### config.mk
export PLATFORM = sky130hd
export DESIGN_NAME = uart_rx_flat
export DESIGN_NICKNAME = d
export VERILOG_FILES = /design/src/rtl/uart_rx_if.sv /design/src/rtl/uart_rx.sv /design/src/flat_wrapper.sv
export SDC_FILE = /design/constraint.sdc
export NUM_CORES = 1
export LEC_CHECK = 0
export CORE_ASPECT_RATIO = 1.1
export CORE_MARGIN = 2
export CORE_UTILIZATION = 50
export DETAILED_ROUTE_END_ITERATION = 7
export PLACE_DENSITY = 0.71
export SLEW_MARGIN = 20
export SYNTH_ARGS = -nofsm -noshare
export SYNTH_HDL_FRONTEND = slang
export SYNTH_SLANG_ARGS = --single-unit
### constraint.sdc
create_clock -name Clk -period 4.7 [get_ports Clk]
set_input_delay 0.47 -clock Clk [delete_from_list [all_inputs] [get_ports Clk]]
set_output_delay 0.47 -clock Clk [all_outputs]
set_load 0.02 [all_outputs]
### src/rtl/uart_rx_if.sv
// Receiver-facing bundle: serial line in, byte/strobe/status out.
interface uart_rx_if;
  logic       Rx;
  logic [7:0] Data;
  logic       Valid;
  logic       FrameError;
  logic       Busy;

  modport master (output Rx, input Data, Valid, FrameError, Busy);
  modport slave  (input Rx, output Data, Valid, FrameError, Busy);
endinterface

### src/rtl/uart_rx.sv
// 8N1 UART receiver: mid-bit sampling from a start-edge timer, glitch
// rejection on the start bit, framing-error strobe on a low stop bit.
module uart_rx #(
  parameter int         N    = 5,
  parameter logic [N-1:0] Full = 5'd29,
  parameter logic [N-1:0] Half = 5'd14
) (
  input  logic     Clk,
  input  logic     Reset,
  uart_rx_if.slave bus
);

  typedef enum logic [2:0] {
    IDLE  = 3'd0,
    START = 3'd1,
    RECV  = 3'd2,
    STOP  = 3'd3,
    WAIT  = 3'd4
  } state_e;

  logic         t_reset_q;
  logic         sync1_q, sync1_d;
  logic         rx_s_q, rx_s_d;
  state_e       state_q, state_d;
  logic [N-1:0] count_q, count_d;
  logic [2:0]   bit_count_q, bit_count_d;
  logic [7:0]   shift_q, shift_d;
  logic [7:0]   data_q, data_d;
  logic         valid_q, valid_d;
  logic         ferr_q, ferr_d;
  logic         busy_q, busy_d;

  // Reset is retimed once so its fan-out starts from a single flop.
  always_ff @(posedge Clk) t_reset_q <= Reset;

  always_ff @(posedge Clk) begin
    if (t_reset_q) begin
      sync1_q     <= 1'b1;
      rx_s_q      <= 1'b1;
      state_q     <= IDLE;
      count_q     <= '0;
      bit_count_q <= '0;
      shift_q     <= '0;
      data_q      <= '0;
      valid_q     <= 1'b0;
      ferr_q      <= 1'b0;
      busy_q      <= 1'b0;
    end else begin
      sync1_q     <= sync1_d;
      rx_s_q      <= rx_s_d;
      state_q     <= state_d;
      count_q     <= count_d;
      bit_count_q <= bit_count_d;
      shift_q     <= shift_d;
      data_q      <= data_d;
      valid_q     <= valid_d;
      ferr_q      <= ferr_d;
      busy_q      <= busy_d;
    end
  end

  always_comb begin
    sync1_d     = bus.Rx;
    rx_s_d      = sync1_q;
    state_d     = state_q;
    count_d     = count_q;
    bit_count_d = bit_count_q;
    shift_d     = shift_q;
    data_d      = data_q;
    valid_d     = 1'b0;
    ferr_d      = 1'b0;
    busy_d      = busy_q;

    // A running timer blocks every state action until it reaches zero.
    if (count_q != '0) begin
      count_d = count_q - N'(1);
    end else begin
      case (state_q)
        IDLE: begin
          if (!rx_s_q) begin
            count_d = Half;
            busy_d  = 1'b1;
            state_d = START;
          end
        end
        START: begin
          if (!rx_s_q) begin
            count_d     = Full;
            bit_count_d = 3'd7;
            state_d     = RECV;
          end else begin
            busy_d  = 1'b0;
            state_d = IDLE;
          end
        end
        RECV: begin
          shift_d     = {rx_s_q, shift_q[7:1]};
          count_d     = Full;
          bit_count_d = bit_count_q - 3'd1;
          if (bit_count_q == 3'd0) state_d = STOP;
        end
        STOP: begin
          if (rx_s_q) begin
            data_d  = shift_q;
            valid_d = 1'b1;
            busy_d  = 1'b0;
            state_d = IDLE;
          end else begin
            ferr_d  = 1'b1;
            state_d = WAIT;
          end
        end
        WAIT: begin
          // Break or stuck-low line: hold off until the line idles again.
          if (rx_s_q) begin
            busy_d  = 1'b0;
            state_d = IDLE;
          end
        end
        default: state_d = IDLE;
      endcase
    end
  end

  assign bus.Data       = data_q;
  assign bus.Valid      = valid_q;
  assign bus.FrameError = ferr_q;
  assign bus.Busy       = busy_q;

endmodule

### src/flat_wrapper.sv
// flat-port wrapper written by rule: the top's interface ports become plain ports
module uart_rx_flat 
#(
  parameter int         N    = 5,
  parameter logic [N-1:0] Full = 5'd29,
  parameter logic [N-1:0] Half = 5'd14
)
  (Clk, Reset, bus_Rx, bus_Data, bus_Valid, bus_FrameError, bus_Busy);
  uart_rx_if bus_i ();
  input  logic Clk;
  input  logic Reset;
  input wire logic [$bits(bus_i.Rx)-1:0] bus_Rx;
  output wire logic [$bits(bus_i.Data)-1:0] bus_Data;
  output wire logic [$bits(bus_i.Valid)-1:0] bus_Valid;
  output wire logic [$bits(bus_i.FrameError)-1:0] bus_FrameError;
  output wire logic [$bits(bus_i.Busy)-1:0] bus_Busy;
  assign bus_i.Rx = bus_Rx;
  assign bus_Data = bus_i.Data;
  assign bus_Valid = bus_i.Valid;
  assign bus_FrameError = bus_i.FrameError;
  assign bus_Busy = bus_i.Busy;
  uart_rx #(.N(N), .Full(Full), .Half(Half)) u_core (.Clk(Clk), .Reset(Reset), .bus(bus_i));
endmodule
**After elaboration in Yosys (flattened, before gate mapping)**

Cells that the tools add are included.

- Register bits: 33
- Input bits: 3
- Output and inout bits: 11
- Word-level logic and storage cells: 57

- Add/sub/neg operators: 2
- Eq/ne operators: 11
- Mux-type cells: 17
- Bitwise logic cells: 2
- Reduce and logical (&&, ||, !) cells: 14

Operators by type and width:

| kind | number |
|---|---|
| 2-to-1 mux 3 bit | 5 |
| 2-to-1 mux 5 bit | 3 |
| one-hot mux 3 bit (5 select lines) | 1 |
| one-hot mux 5 bit (3 select lines) | 1 |
| AND reduction 3 bit | 3 |
| AND reduction 4 bit | 2 |
| == test 3 x 2 -> 1 bit, second input constant | 2 |
| logical NOT 3 bit | 2 |
| inequality test 2 x 1 -> 1 bit, second input constant | 3 |
| inequality test 3 bit, second input constant | 2 |
| one-hot mux 3 bit (2 select lines) | 1 |
| OR reduction 3 bit | 2 |
| nonzero test 5 bit | 1 |
| subtractor 5 x 1 -> 5 bit, second input constant | 1 |
| 2-to-1 mux 1 bit | 4 |
| inequality test 2 bit, second input constant | 2 |
| nonzero test 2 bit | 2 |
| nonzero test 4 bit | 1 |
| == test 3 x 1 -> 1 bit, second input constant | 1 |
| == test 3 bit, second input constant | 1 |
| subtractor 3 x 1 -> 3 bit, second input constant | 1 |
| 2-to-1 mux 2 bit | 1 |
| NOT 1 bit | 2 |
| one-hot mux 1 bit (2 select lines) | 1 |
| AND reduction 2 bit | 1 |

**Depth between registers and ports, before layout**

- Depth after elaboration: 4
- Depth in mapped cells: 8
- Mapped depth without buffers: 7

**Worst setup path after synthesis**

No wires, ideal clock.

- Path type: flip-flop to flip-flop
- From: register u_core.count_q[0]
- To: register u_core.data_q[4] (netlist: u_core.bus.Data[4])
- Setup time: 0.132 ns
- Data arrival time: 1.725 ns
- Required time: 4.568 ns
- Setup slack: 2.843 ns
- Stages on the path, launching flop included: 9
- Buffers on the path: 2
- Clock period less this slack: 1.857 ns
- Path through: dfxtp_1 > inv_1 > ha_1 > or4b_4 > buf_6 > or3_1 > buf_2 > nand2_1 > a21oi_1

- Longest elaborated chain between the ends: 3

RTL lines:

| what | RTL line | RTL |
|---|---|---|
| start, declared | uart_rx.sv:25 | `logic [N-1:0] count_q, count_d;` |
| start signal, assigned | uart_rx.sv:52 | `count_q <= count_d;` |
| nonzero test 5 bit | uart_rx.sv:75 | `if (count_q != '0) begin` |
| NOT 1 bit (no line) | -- |  |
| AND reduction 3 bit (no line) | -- |  |
| end signal, assigned | uart_rx.sv:55 | `data_q <= data_d;` |
| end, declared | uart_rx.sv:28 | `logic [7:0] data_q, data_d;` |

No other way between the ends.
A chain may end at the register's enable or synchronous reset.

**Worst setup path after layout**

- From: register u_core.count_q[0]
- To: register u_core.shift_q[6]

- Longest elaborated chain between the ends: 3

RTL lines:

| what | RTL line | RTL |
|---|---|---|
| nonzero test 5 bit | uart_rx.sv:75 |  |
| NOT 1 bit (no line) | -- |  |
| AND reduction 2 bit (no line) | -- |  |
| end signal, assigned | uart_rx.sv:54 | `shift_q <= shift_d;` |
| end, declared | uart_rx.sv:27 | `logic [7:0] shift_q, shift_d;` |

No other way between the ends.

==> reports/metrics.cfg <==
[status]
status=completed

[timing]
hold_viol=0
rsz0062_at_grt=no
worst_slew_pin_slew_ps=1085
fin_ws_ps=2580
period_share=0.4510
finalClockSkew_ps=8.156
slew_violations=0
clock.fmax_mhz=471.8
min_period_ps=2120
slew_headroom=0.2758
setup_tns_ps=0
setup_viol=0

[critical_path]
end_kind=flip-flop
cp-endpoint=u_core.shift_q[6]
r2r-end=u_core.shift_q[6]
slowest_delay_ps=610
crit_path_start=u_core.count_q[0]
crit_arrival_ps=2360
reg2reg_slack_ps=2580
crit_chain=inv_1, ha_1, or4b_4, nor3_2, nand2_1, a21oi_1
crit_required_ps=4940
startpoint_type=flip-flop
path_class=flip-flop to flip-flop
r2r-start=u_core.count_q[0]
crit_fanout=19
slowest_stage=or4b_4
r2r_cells=6

[drt]
via_per_inst=5.402
ant_nets=0
detail_route.wl_per_cell_um=11.74
drtIter0Drc=22
dr_total_vias=1075
postRouteWirelength_mm=2.337
drc=0
first_pass_iters=4

[global_route]
grt_max_degree=34
antenna_found_initial=0
grt_pass1_wl_mm=4.202
grt_pass1_vias=992
grt_use_total=0.1878
grt_overflow=0

[cts]
cts_setup_buffers=0
cts_resized=0
cts_sinks=33
hold_buffers=0
cts.clk_slew.worst_paths_ps=90
htree_levels=2
clk_latency_ps=320
tritoncts=yes
clock-root-buffer=clkbuf_4
numCtsBuffers=5
clockBufferDepth=2

[finish]
antenna_cells=0
regArea_um2=660.6
final_common_cell=nand2_1
stdcell_count=199
final_nets=173
final_cell_mix=nand2_1 (39), dfxtp_1 (33), a21oi_1 (22)
synthToLayoutAreaGrowth_pct=11.96
multi_input_area_um2=598.1
drive_gt1_frac=0.07738
fill_cells=252

[place]
portBuffers=13
dp.cells=191
post-dp-hpwl_mm=1.638
pre_cts_slack_ps=2580
gp_routability_congestion=0.7693

[floorplan]
initial_core_util=0.5313
core_area_mm2=0.002520
dieHeight_um=58.27
io_pins=14
dieArea_mm2=0.003108
rows=19
die_x_um=53.34

[flow_run]
cap_violations=0

[logic_synthesis]
synth_warnings=0
synth_area_mm2=0.001339
ys_ff_latch=33
syn-instance-count=159
yosysUniqueCellTypes=27
synth_fp_nets=165
syn_area_per_cell_um2=8.420
synth-seq-area-share=0.4935

[power_and_ir_drop]
cellPowerDensity_mw_per_mm2=392.4
peakVddDrop_v=0.0002524
leakagePower_nw=0.4679

[hold_path]
min_path_type=flip-flop to flip-flop

[routing by layer]
metal | up-vias | global-route usage | part of all wire
li1 | 553 | - | -
met1 | 494 | 0.2248 | 0.46
met2 | 23 | 0.2769 | 0.47
met3 | 5 | 0.09021 | 0.053
met4 | 0 | 0.09524 | 0.018
met5 | - | 0 | 0
[cells in the mapped netlist, drive strengths merged]
| library cell | number | area (um2) |
|---|---|---|
| a211oi | 9 | 72.57 |
| a21oi | 22 | 110.1 |
| a221oi | 2 | 17.52 |
| buf | 5 | 31.28 |
| clkbuf | 7 | 26.28 |
| dfxtp | 33 | 660.6 |
| ha | 3 | 37.54 |
| inv | 6 | 22.52 |
| mux2i | 2 | 20.02 |
| nand2 | 39 | 146.4 |
| nand2b | 2 | 12.51 |
| nand3 | 2 | 10.01 |
| nand3b | 1 | 7.510 |
| nor2 | 8 | 30.03 |
| nor3 | 5 | 41.29 |
| nor4 | 1 | 6.260 |
| o21ai | 3 | 15.01 |
| o22ai | 1 | 6.260 |
| or2 | 2 | 12.51 |
| or3 | 2 | 12.51 |
| or3b | 2 | 17.52 |
| or4b | 1 | 13.76 |
| xnor2 | 1 | 8.760 |
[worst max-delay path, delay by kind of cell, from the launching register on]
family / cells / cell delay, ps
AND/OR/NAND/NOR: 3 / 1290
flip-flops: 1 / 350
adder cells (fa/ha/maj): 1 / 180
AO/OA/AOI/OAI: 1 / 150
buffers and inverters: 1 / 60
[per-stage QoR]
| step | util | total power [mW] | hold WS (ps) | area (um2) |
|---|---|---|---|---|
| floorplan | - | 0.4374 | 389.5 | 1339 |
| detailed placement | 0.5755 | 0.4494 | 404.8 | 1450 |
| global placement | 0.5755 | 0.4434 | 391.7 | 1450 |
| finish | 0.5948 | 0.5882 | 416.7 | 1499 |
| CTS | 0.5948 | 0.5919 | 425.8 | 1499 |
| global route | 0.5948 | 0.6328 | 449.6 | 1499 |
[how the worst min path moves through the flow]
stage                        from            end  slack, ps  cells after the start
finish              u_core.rx_s_d  u_core.rx_s_q        420                      1
floorplan           u_core.rx_s_d  u_core.rx_s_q        390                      1
global placement    u_core.rx_s_d  u_core.rx_s_q        390                      1
global route        u_core.rx_s_d  u_core.rx_s_q        450                      1
CTS                 u_core.rx_s_d  u_core.rx_s_q        430                      1
detailed placement  u_core.rx_s_d  u_core.rx_s_q        400                      1
[registers in the layout, summed over array words and instances (netlist names)]
register,flops
u_core.bus.FrameError,1
u_core.t_reset_q,1
u_core.bus.Data,8
u_core.shift_q,8
u_core.bus.Busy,1
u_core.count_q,5
u_core.rx_s_q,1
u_core.rx_s_d,1
u_core.bus.Valid,1
u_core.state_q,3
u_core.bit_count_q,3
[power breakdown]
part	internal [mW]	switching, mW	total, mW	leakage (nW)
registers	0.298	0.0221	0.320	0.268
clock network	0.0595	0.0846	0.144	0.0265
logic	0.0525	0.0715	0.124	0.174
total	0.410	0.178	0.588	0.468
[final cells by class]
type                            instances  share of cell area
Inverter                                6             0.01503
Tap cell                               31             0.02588
Multi-Input combinational cell        108              0.3990
Timing Repair Buffer                   13             0.08681
Clock buffer                            8             0.03255
Sequential cell                        33              0.4407
[kinds of logic (layout without fill, tap and decap cells)]
family | after synthesis | in the layout | share of synthesized area
flip-flops | 33 | 33 | 0.4935
adder cells (fa/ha/maj) | 3 | 3 | 0.02804
multiplexers | 2 | 2 | 0.01495
AO/OA/AOI/OAI | 37 | 37 | 0.1654
AND/OR/NAND/NOR | 65 | 65 | 0.2318
buffers and inverters | 18 | 27 | 0.05982
XOR/XNOR | 1 | 1 | 0.006543
(Power assumes the default switching activity.)
